--- config.mk ---
export PLATFORM = sky130hd
export DESIGN_NAME = hazard_scoreboard_flat
export DESIGN_NICKNAME = d
export VERILOG_FILES = /design/src/rtl/hazard_scoreboard_if.sv /design/src/rtl/hazard_scoreboard.sv /design/src/flat_wrapper.sv
export SDC_FILE = /design/constraint.sdc
export NUM_CORES = 1
export LEC_CHECK = 0
export BUFFER_PORTS_ARGS = -buffer_cell sky130_fd_sc_hd__buf_2
export CAP_MARGIN = 15
export CORE_MARGIN = 2
export CORE_UTILIZATION = 56
export DETAILED_ROUTE_END_ITERATION = 16
export GPL_TIMING_DRIVEN = 0
export PLACE_DENSITY = 0.78
export SLEW_MARGIN = 15
export SYNTH_ARGS = -nofsm -noshare
export SYNTH_HDL_FRONTEND = slang
export SYNTH_SLANG_ARGS = --single-unit
--- constraint.sdc ---
create_clock -name clk -period 3.2 [get_ports clk]
set_input_delay 0.64 -clock clk [delete_from_list [all_inputs] [get_ports clk]]
set_output_delay 0.64 -clock clk [all_outputs]
set_load 0.005 [all_outputs]
--- src/rtl/hazard_scoreboard_if.sv ---
// ID-stage hazard interface: decoded instruction fields in, pipeline control and statistics out.
interface hazard_scoreboard_if #(
    parameter int REG_W = 5,
    parameter int CNT_W = 16
);
    logic             id_valid;
    logic [REG_W-1:0] id_rs;
    logic [REG_W-1:0] id_rt;
    logic             id_uses_rs;
    logic             id_uses_rt;
    logic             id_is_branch;
    logic             id_is_store;
    logic             id_regwrite;
    logic             id_memread;
    logic [REG_W-1:0] id_dst;
    logic             id_branch_taken;
    logic             pc_hold;
    logic             ifid_hold;
    logic             idex_bubble;
    logic             if_flush;
    logic             busy;
    logic [CNT_W-1:0] stall_count;
    logic [CNT_W-1:0] flush_count;

    modport master (
        output id_valid, id_rs, id_rt, id_uses_rs, id_uses_rt, id_is_branch,
               id_is_store, id_regwrite, id_memread, id_dst, id_branch_taken,
        input  pc_hold, ifid_hold, idex_bubble, if_flush, busy, stall_count, flush_count
    );

    modport slave (
        input  id_valid, id_rs, id_rt, id_uses_rs, id_uses_rt, id_is_branch,
               id_is_store, id_regwrite, id_memread, id_dst, id_branch_taken,
        output pc_hold, ifid_hold, idex_bubble, if_flush, busy, stall_count, flush_count
    );
endinterface

--- src/rtl/hazard_scoreboard.sv ---
// Per-register pending-cycle scoreboard deciding ID-stage stalls and taken-branch flushes.
module hazard_scoreboard #(
    parameter int REG_W    = 5,
    parameter int LOAD_LAT = 1,
    parameter int CNT_W    = 16
) (
    input  logic              clk,
    input  logic              reset,
    hazard_scoreboard_if.slave sb
);
    localparam int         NREG     = 1 << REG_W;
    localparam logic [2:0] ALU_SET  = 3'd1;
    localparam logic [2:0] LOAD_SET = 3'(1 + LOAD_LAT);

    logic [2:0]       pend [NREG];
    logic [2:0]       p_rs;
    logic [2:0]       p_rt;
    logic             haz_rs;
    logic             haz_rt;
    logic             stall;
    logic             flush;
    logic             issue;
    logic             any_pend;
    logic [CNT_W-1:0] stall_cnt;
    logic [CNT_W-1:0] flush_cnt;

    assign p_rs = pend[sb.id_rs];
    assign p_rt = pend[sb.id_rt];

    // Branches compare in ID so need the value fully settled; store data is consumed
    // one stage later than ALU operands, so it tolerates one more pending cycle.
    always_comb begin
        haz_rs = 1'b0;
        haz_rt = 1'b0;
        if (sb.id_uses_rs && sb.id_rs != '0)
            haz_rs = sb.id_is_branch ? (p_rs != 3'd0) : (p_rs > 3'd1);
        if (sb.id_uses_rt && sb.id_rt != '0) begin
            if (sb.id_is_branch)     haz_rt = (p_rt != 3'd0);
            else if (sb.id_is_store) haz_rt = (p_rt > 3'd2);
            else                     haz_rt = (p_rt > 3'd1);
        end
    end

    assign stall = !reset && sb.id_valid && (haz_rs || haz_rt);
    assign flush = !reset && sb.id_valid && sb.id_is_branch && sb.id_branch_taken && !stall;
    assign issue = sb.id_valid && !stall;

    assign pend[0] = 3'd0;

    for (genvar r = 1; r < NREG; r++) begin : g_ent
        always_ff @(posedge clk) begin
            if (reset)
                pend[r] <= 3'd0;
            else if (issue && sb.id_regwrite && sb.id_dst == REG_W'(r))
                pend[r] <= sb.id_memread ? LOAD_SET : ALU_SET;
            else if (pend[r] != 3'd0)
                pend[r] <= pend[r] - 3'd1;
        end
    end

    always_comb begin
        any_pend = 1'b0;
        for (int r = 1; r < NREG; r++)
            any_pend = any_pend | (pend[r] != 3'd0);
    end

    always_ff @(posedge clk) begin
        if (reset) begin
            stall_cnt <= '0;
            flush_cnt <= '0;
        end else begin
            if (stall && stall_cnt != '1) stall_cnt <= stall_cnt + 1'b1;
            if (flush && flush_cnt != '1) flush_cnt <= flush_cnt + 1'b1;
        end
    end

    assign sb.pc_hold     = stall;
    assign sb.ifid_hold   = stall;
    assign sb.idex_bubble = stall;
    assign sb.if_flush    = flush;
    assign sb.busy        = any_pend;
    assign sb.stall_count = stall_cnt;
    assign sb.flush_count = flush_cnt;
endmodule

--- src/flat_wrapper.sv ---
// flat-port wrapper written by rule: the top's interface ports become plain ports
module hazard_scoreboard_flat 
#(
    parameter int REG_W    = 5,
    parameter int LOAD_LAT = 1,
    parameter int CNT_W    = 16
)
  (clk, reset, sb_id_valid, sb_id_rs, sb_id_rt, sb_id_uses_rs, sb_id_uses_rt, sb_id_is_branch, sb_id_is_store, sb_id_regwrite, sb_id_memread, sb_id_dst, sb_id_branch_taken, sb_pc_hold, sb_ifid_hold, sb_idex_bubble, sb_if_flush, sb_busy, sb_stall_count, sb_flush_count);
  hazard_scoreboard_if #(.REG_W(REG_W), .CNT_W(CNT_W)) sb_i ();
  input  logic clk;
  input  logic reset;
  input wire logic [$bits(sb_i.id_valid)-1:0] sb_id_valid;
  input wire logic [$bits(sb_i.id_rs)-1:0] sb_id_rs;
  input wire logic [$bits(sb_i.id_rt)-1:0] sb_id_rt;
  input wire logic [$bits(sb_i.id_uses_rs)-1:0] sb_id_uses_rs;
  input wire logic [$bits(sb_i.id_uses_rt)-1:0] sb_id_uses_rt;
  input wire logic [$bits(sb_i.id_is_branch)-1:0] sb_id_is_branch;
  input wire logic [$bits(sb_i.id_is_store)-1:0] sb_id_is_store;
  input wire logic [$bits(sb_i.id_regwrite)-1:0] sb_id_regwrite;
  input wire logic [$bits(sb_i.id_memread)-1:0] sb_id_memread;
  input wire logic [$bits(sb_i.id_dst)-1:0] sb_id_dst;
  input wire logic [$bits(sb_i.id_branch_taken)-1:0] sb_id_branch_taken;
  output wire logic [$bits(sb_i.pc_hold)-1:0] sb_pc_hold;
  output wire logic [$bits(sb_i.ifid_hold)-1:0] sb_ifid_hold;
  output wire logic [$bits(sb_i.idex_bubble)-1:0] sb_idex_bubble;
  output wire logic [$bits(sb_i.if_flush)-1:0] sb_if_flush;
  output wire logic [$bits(sb_i.busy)-1:0] sb_busy;
  output wire logic [$bits(sb_i.stall_count)-1:0] sb_stall_count;
  output wire logic [$bits(sb_i.flush_count)-1:0] sb_flush_count;
  assign sb_i.id_valid = sb_id_valid;
  assign sb_i.id_rs = sb_id_rs;
  assign sb_i.id_rt = sb_id_rt;
  assign sb_i.id_uses_rs = sb_id_uses_rs;
  assign sb_i.id_uses_rt = sb_id_uses_rt;
  assign sb_i.id_is_branch = sb_id_is_branch;
  assign sb_i.id_is_store = sb_id_is_store;
  assign sb_i.id_regwrite = sb_id_regwrite;
  assign sb_i.id_memread = sb_id_memread;
  assign sb_i.id_dst = sb_id_dst;
  assign sb_i.id_branch_taken = sb_id_branch_taken;
  assign sb_pc_hold = sb_i.pc_hold;
  assign sb_ifid_hold = sb_i.ifid_hold;
  assign sb_idex_bubble = sb_i.idex_bubble;
  assign sb_if_flush = sb_i.if_flush;
  assign sb_busy = sb_i.busy;
  assign sb_stall_count = sb_i.stall_count;
  assign sb_flush_count = sb_i.flush_count;
  hazard_scoreboard #(.REG_W(REG_W), .LOAD_LAT(LOAD_LAT), .CNT_W(CNT_W)) u_core (.clk(clk), .reset(reset), .sb(sb_i));
endmodule
==> flow_summary.toml <==
[final_layout]
drive_above_1_share_pct = 22.2
regArea_um2 = 2500
area_delta_synth_final_pct = 16.8
fill_cells = 1252
stdcell_count = 1333
final_core_util_pct = 66.0
final_area_um2 = 10400
nNetsFinal = 1191
multi_input_area_um2 = 6080

[placement]
port_buffers = 52
pre_cts_slack_ps = -863
dp_hpwl_um = 19900
dp_cells = 1286
place_area_um2 = 9440
gp_congestion = 1.00

[power_and_ir_drop]
power_frac_comb_pct = 48.1
switchingPower_mw = 3.54
seqPwrFrac_pct = 30.5
power_density_nw_per_um2 = 839
p_int_mw = 5.16
clkPwrFrac_pct = 21.4
leakagePower_nw = 4.35
ir_drop_mv = 0.471
p_total_mw = 8.71
sw_frac_of_total_pct = 40.7

[setup_path]
ff2ff_path_depth = 10
critPathArrivalTime_ps = 2810
regToRegEndpoint = "u_core.sb.flush_count[15]$_SDFFE_PP0P_"
crit_fanout = 7
crit_type = "input pin to output port"
end_kind = "output port"
worst-r2r-setup-slack_ps = -10
cp-start-kind = "input pin"
worst_ep_required_time_ps = 2560
critPathLaunch = "sb_id_rt[0]"
reg2reg_from = "u_core.pend[7]$_SDFFE_PP0P_"

[sta]
rsz0062_at_grt = "true"
setup_slack_ps = -252
hold_ws_ps = 501
fin_skew_ps = 7.96
tightest_slew_ps = 997
slew_headroom_pct = 33.1
fmax_mhz = 290
min_period_ps = 3450
hold_violations = 0
slew_viol_final = 0
fin_crit_sh_pct = 108
tns_ps = -800
setup_viol = 6

[global_route]
grt_overflow = 0
grt_max_degree = 19
grt_use_total_pct = 32.9
grt_pass1_wl_um = 41800
grt_pass1_vias = 7732
antenna_found_initial = 1

[route]
route.detailed.drc = 0
postRouteAntennaNets = 0
dr.pass1.iters = 5
via_count = 8462
wl_um = 27700
wl_per_cell_um = 20.8
viasPerCell = 6.35
first_iter_violations = 947

[synthesis]
synth-edff-count = 0
avgSynthCellArea_um2 = 8.73
syn-cell-area_um2 = 8880
ys_top_cells_by_area = "dfxtp_1 (28%), ha_1 (9.0%), mux2_2 (7.0%)"
syn_inst = 1018
async_flop_share_pct = 0
synth-seq-area-share_pct = 28.2
synth_nets = 1107
synth.distinct_cells = 67
synth_top_area_cell = "dfxtp_1"
synth_top_area_share_pct = 28.2
synth_top_flop_cell = "dfxtp_1"
ys_seq_elements = 125
ys_warn_count = 0

[flow_run]
maxCapViolCount = 0

[hold_path]
hold_class = "flip-flop to flip-flop"
min-delay-start = "u_core.sb.stall_count[11]$_SDFFE_PP0P_"
holdPathEnd = "u_core.sb.stall_count[11]$_SDFFE_PP0P_"
hold_depth = 2

[clocking]
clock_latency_ps = 430
htreeDepth = 4
clockBufferDepth = 2
ctsHoldBuffers = 0
cts_buffers = 17
cts_root_buf = "clkbuf_16"
clk_transition_reported_paths_ps = 60
cts_tree = "done"
cts.sinks = 125

[floorplanning]
fp-row-count = 46
die-area_um2 = 16900
ios = 62
die_w_um = 130
start_util_pct = 56.5
core_um2 = 15700
die_y_um = 130

[outcome]
violations = "setup timing"
status = "finished with violations"
## worst max-delay path, stage by stage
cell,delay (ps)
buf_12,120
mux4_2,550
mux4_2,550
a32oi_4,270
nand2_2,120
a21o_1,210
buf_8,130
nor3_4,80
buf_2,130
## layout by cell type, fill, tap and decap left out, types with 4 or more instances in the layout
cell type,synthesis,final
o41ai_1,7,7
a21oi_1,33,29
nor3_1,33,29
a211oi_1,7,7
nor2b_1,37,36
mux2_1,11,11
o31ai_1,11,11
nor4_1,11,9
nand2b_1,16,16
dfxtp_1,125,125
nor3b_1,5,5
clkbuf_16,0,17
or4_1,5,5
buf_2,14,58
buf_4,5,20
ha_1,64,64
nor2_1,133,132
mux4_2,26,26
clkinv_4,0,4
clkbuf_1,24,22
mux2i_1,45,43
o21ai_0,18,18
inv_1,72,72
xnor2_1,36,36
nand3_1,23,22
nand2_1,55,55
clkinvlp_4,0,5
o211ai_1,10,10
or2_2,5,5
and3_1,39,37
nand4_1,22,22
or3_1,7,7
mux2_2,55,54
## sequential cells by signal, summed over array words and instances (netlist names)
signal / cells
u_core.sb.flush_count: 16
u_core.sb.stall_count: 16
u_core.pend: 93
## layout make-up
cell class / count / share of cell area (%)
clock inverter: 13 / 1.15
buffer: 48 / 2.85
antenna: 2 / 0.0482
sequential: 125 / 24.1
tap: 216 / 2.60
timing repair buffer: 66 / 3.64
inverter: 73 / 2.68
multi-input combinational: 771 / 58.6
clock buffer: 19 / 4.27
## cells in the mapped netlist (all sizes together) (3+ instances only)
| cell | number |
|---|---|
| o31ai | 11 |
| dfxtp | 125 |
| nand4 | 22 |
| ha | 64 |
| o311ai | 7 |
| mux2i | 45 |
| nor2b | 37 |
| mux4 | 26 |
| buf | 25 |
| a211oi | 8 |
| nand3 | 23 |
| nand2b | 16 |
| xnor2 | 36 |
| or2 | 5 |
| nand2 | 56 |
| a221oi | 5 |
| o211ai | 10 |
| nor4b | 3 |
| or4 | 5 |
| a31o | 3 |
| clkbuf | 24 |
| and2 | 3 |
| a22oi | 3 |
| nor4 | 11 |
| inv | 72 |
| nor3 | 33 |
| nor3b | 5 |
| o21ai | 20 |
| o41ai | 7 |
| a21oi | 33 |
| nor2 | 134 |
| mux2 | 66 |
| and3 | 39 |
| or3 | 7 |
## worst max path at each step
stage                   to  cells after the start
2_1_floorplan  sb_if_flush                      9
3_3_place_gp   sb_if_flush                     11
3_5_place_dp   sb_if_flush                     11
4_1_cts         sb_pc_hold                     11
5_1_grt        sb_if_flush                     11
6_report       sb_if_flush                      9
## per-layer routing
layer	part of all wire, %	GRT usage, %	vias up
li1	-	-	3815
met1	39	41.9	3989
met2	45	51.3	526
met5	0	0	-
met3	9.9	7.13	132
met4	5.9	19.5	0
## cell families (layout without fill, tap and decap cells)
family / Yosys count / in the layout / share of synthesized area, %
AO/OA/AOI/OAI: 126 / 126 / 10.2
XOR/XNOR: 37 / 37 / 3.65
adder cells (fa/ha/maj): 64 / 64 / 9.01
buffers and inverters: 122 / 219 / 5.90
flip-flops: 125 / 125 / 28.2
multiplexers: 137 / 137 / 20.0
other: 0 / 2 / 0
AND/OR/NAND/NOR: 407 / 407 / 23.1
## what timing repair did
action,in CTS,in global routing
pin swaps,6,11
endpoints found under the setup margin,106,68
buffers inserted,7,9
gates resized for setup,23,30
## power by group through the flow
stage | clock network, mW | registers (mW) | logic, mW
2_1_floorplan | 0 | 2.42 | 3.21
3_3_place_gp | 0 | 2.61 | 3.76
3_5_place_dp | 0 | 2.64 | 3.89
4_1_cts | 1.86 | 2.61 | 4.01
5_1_grt | 1.93 | 2.70 | 4.64
6_report | 1.87 | 2.65 | 4.19
No activity file was read; power rests on OpenSTA's default activity.
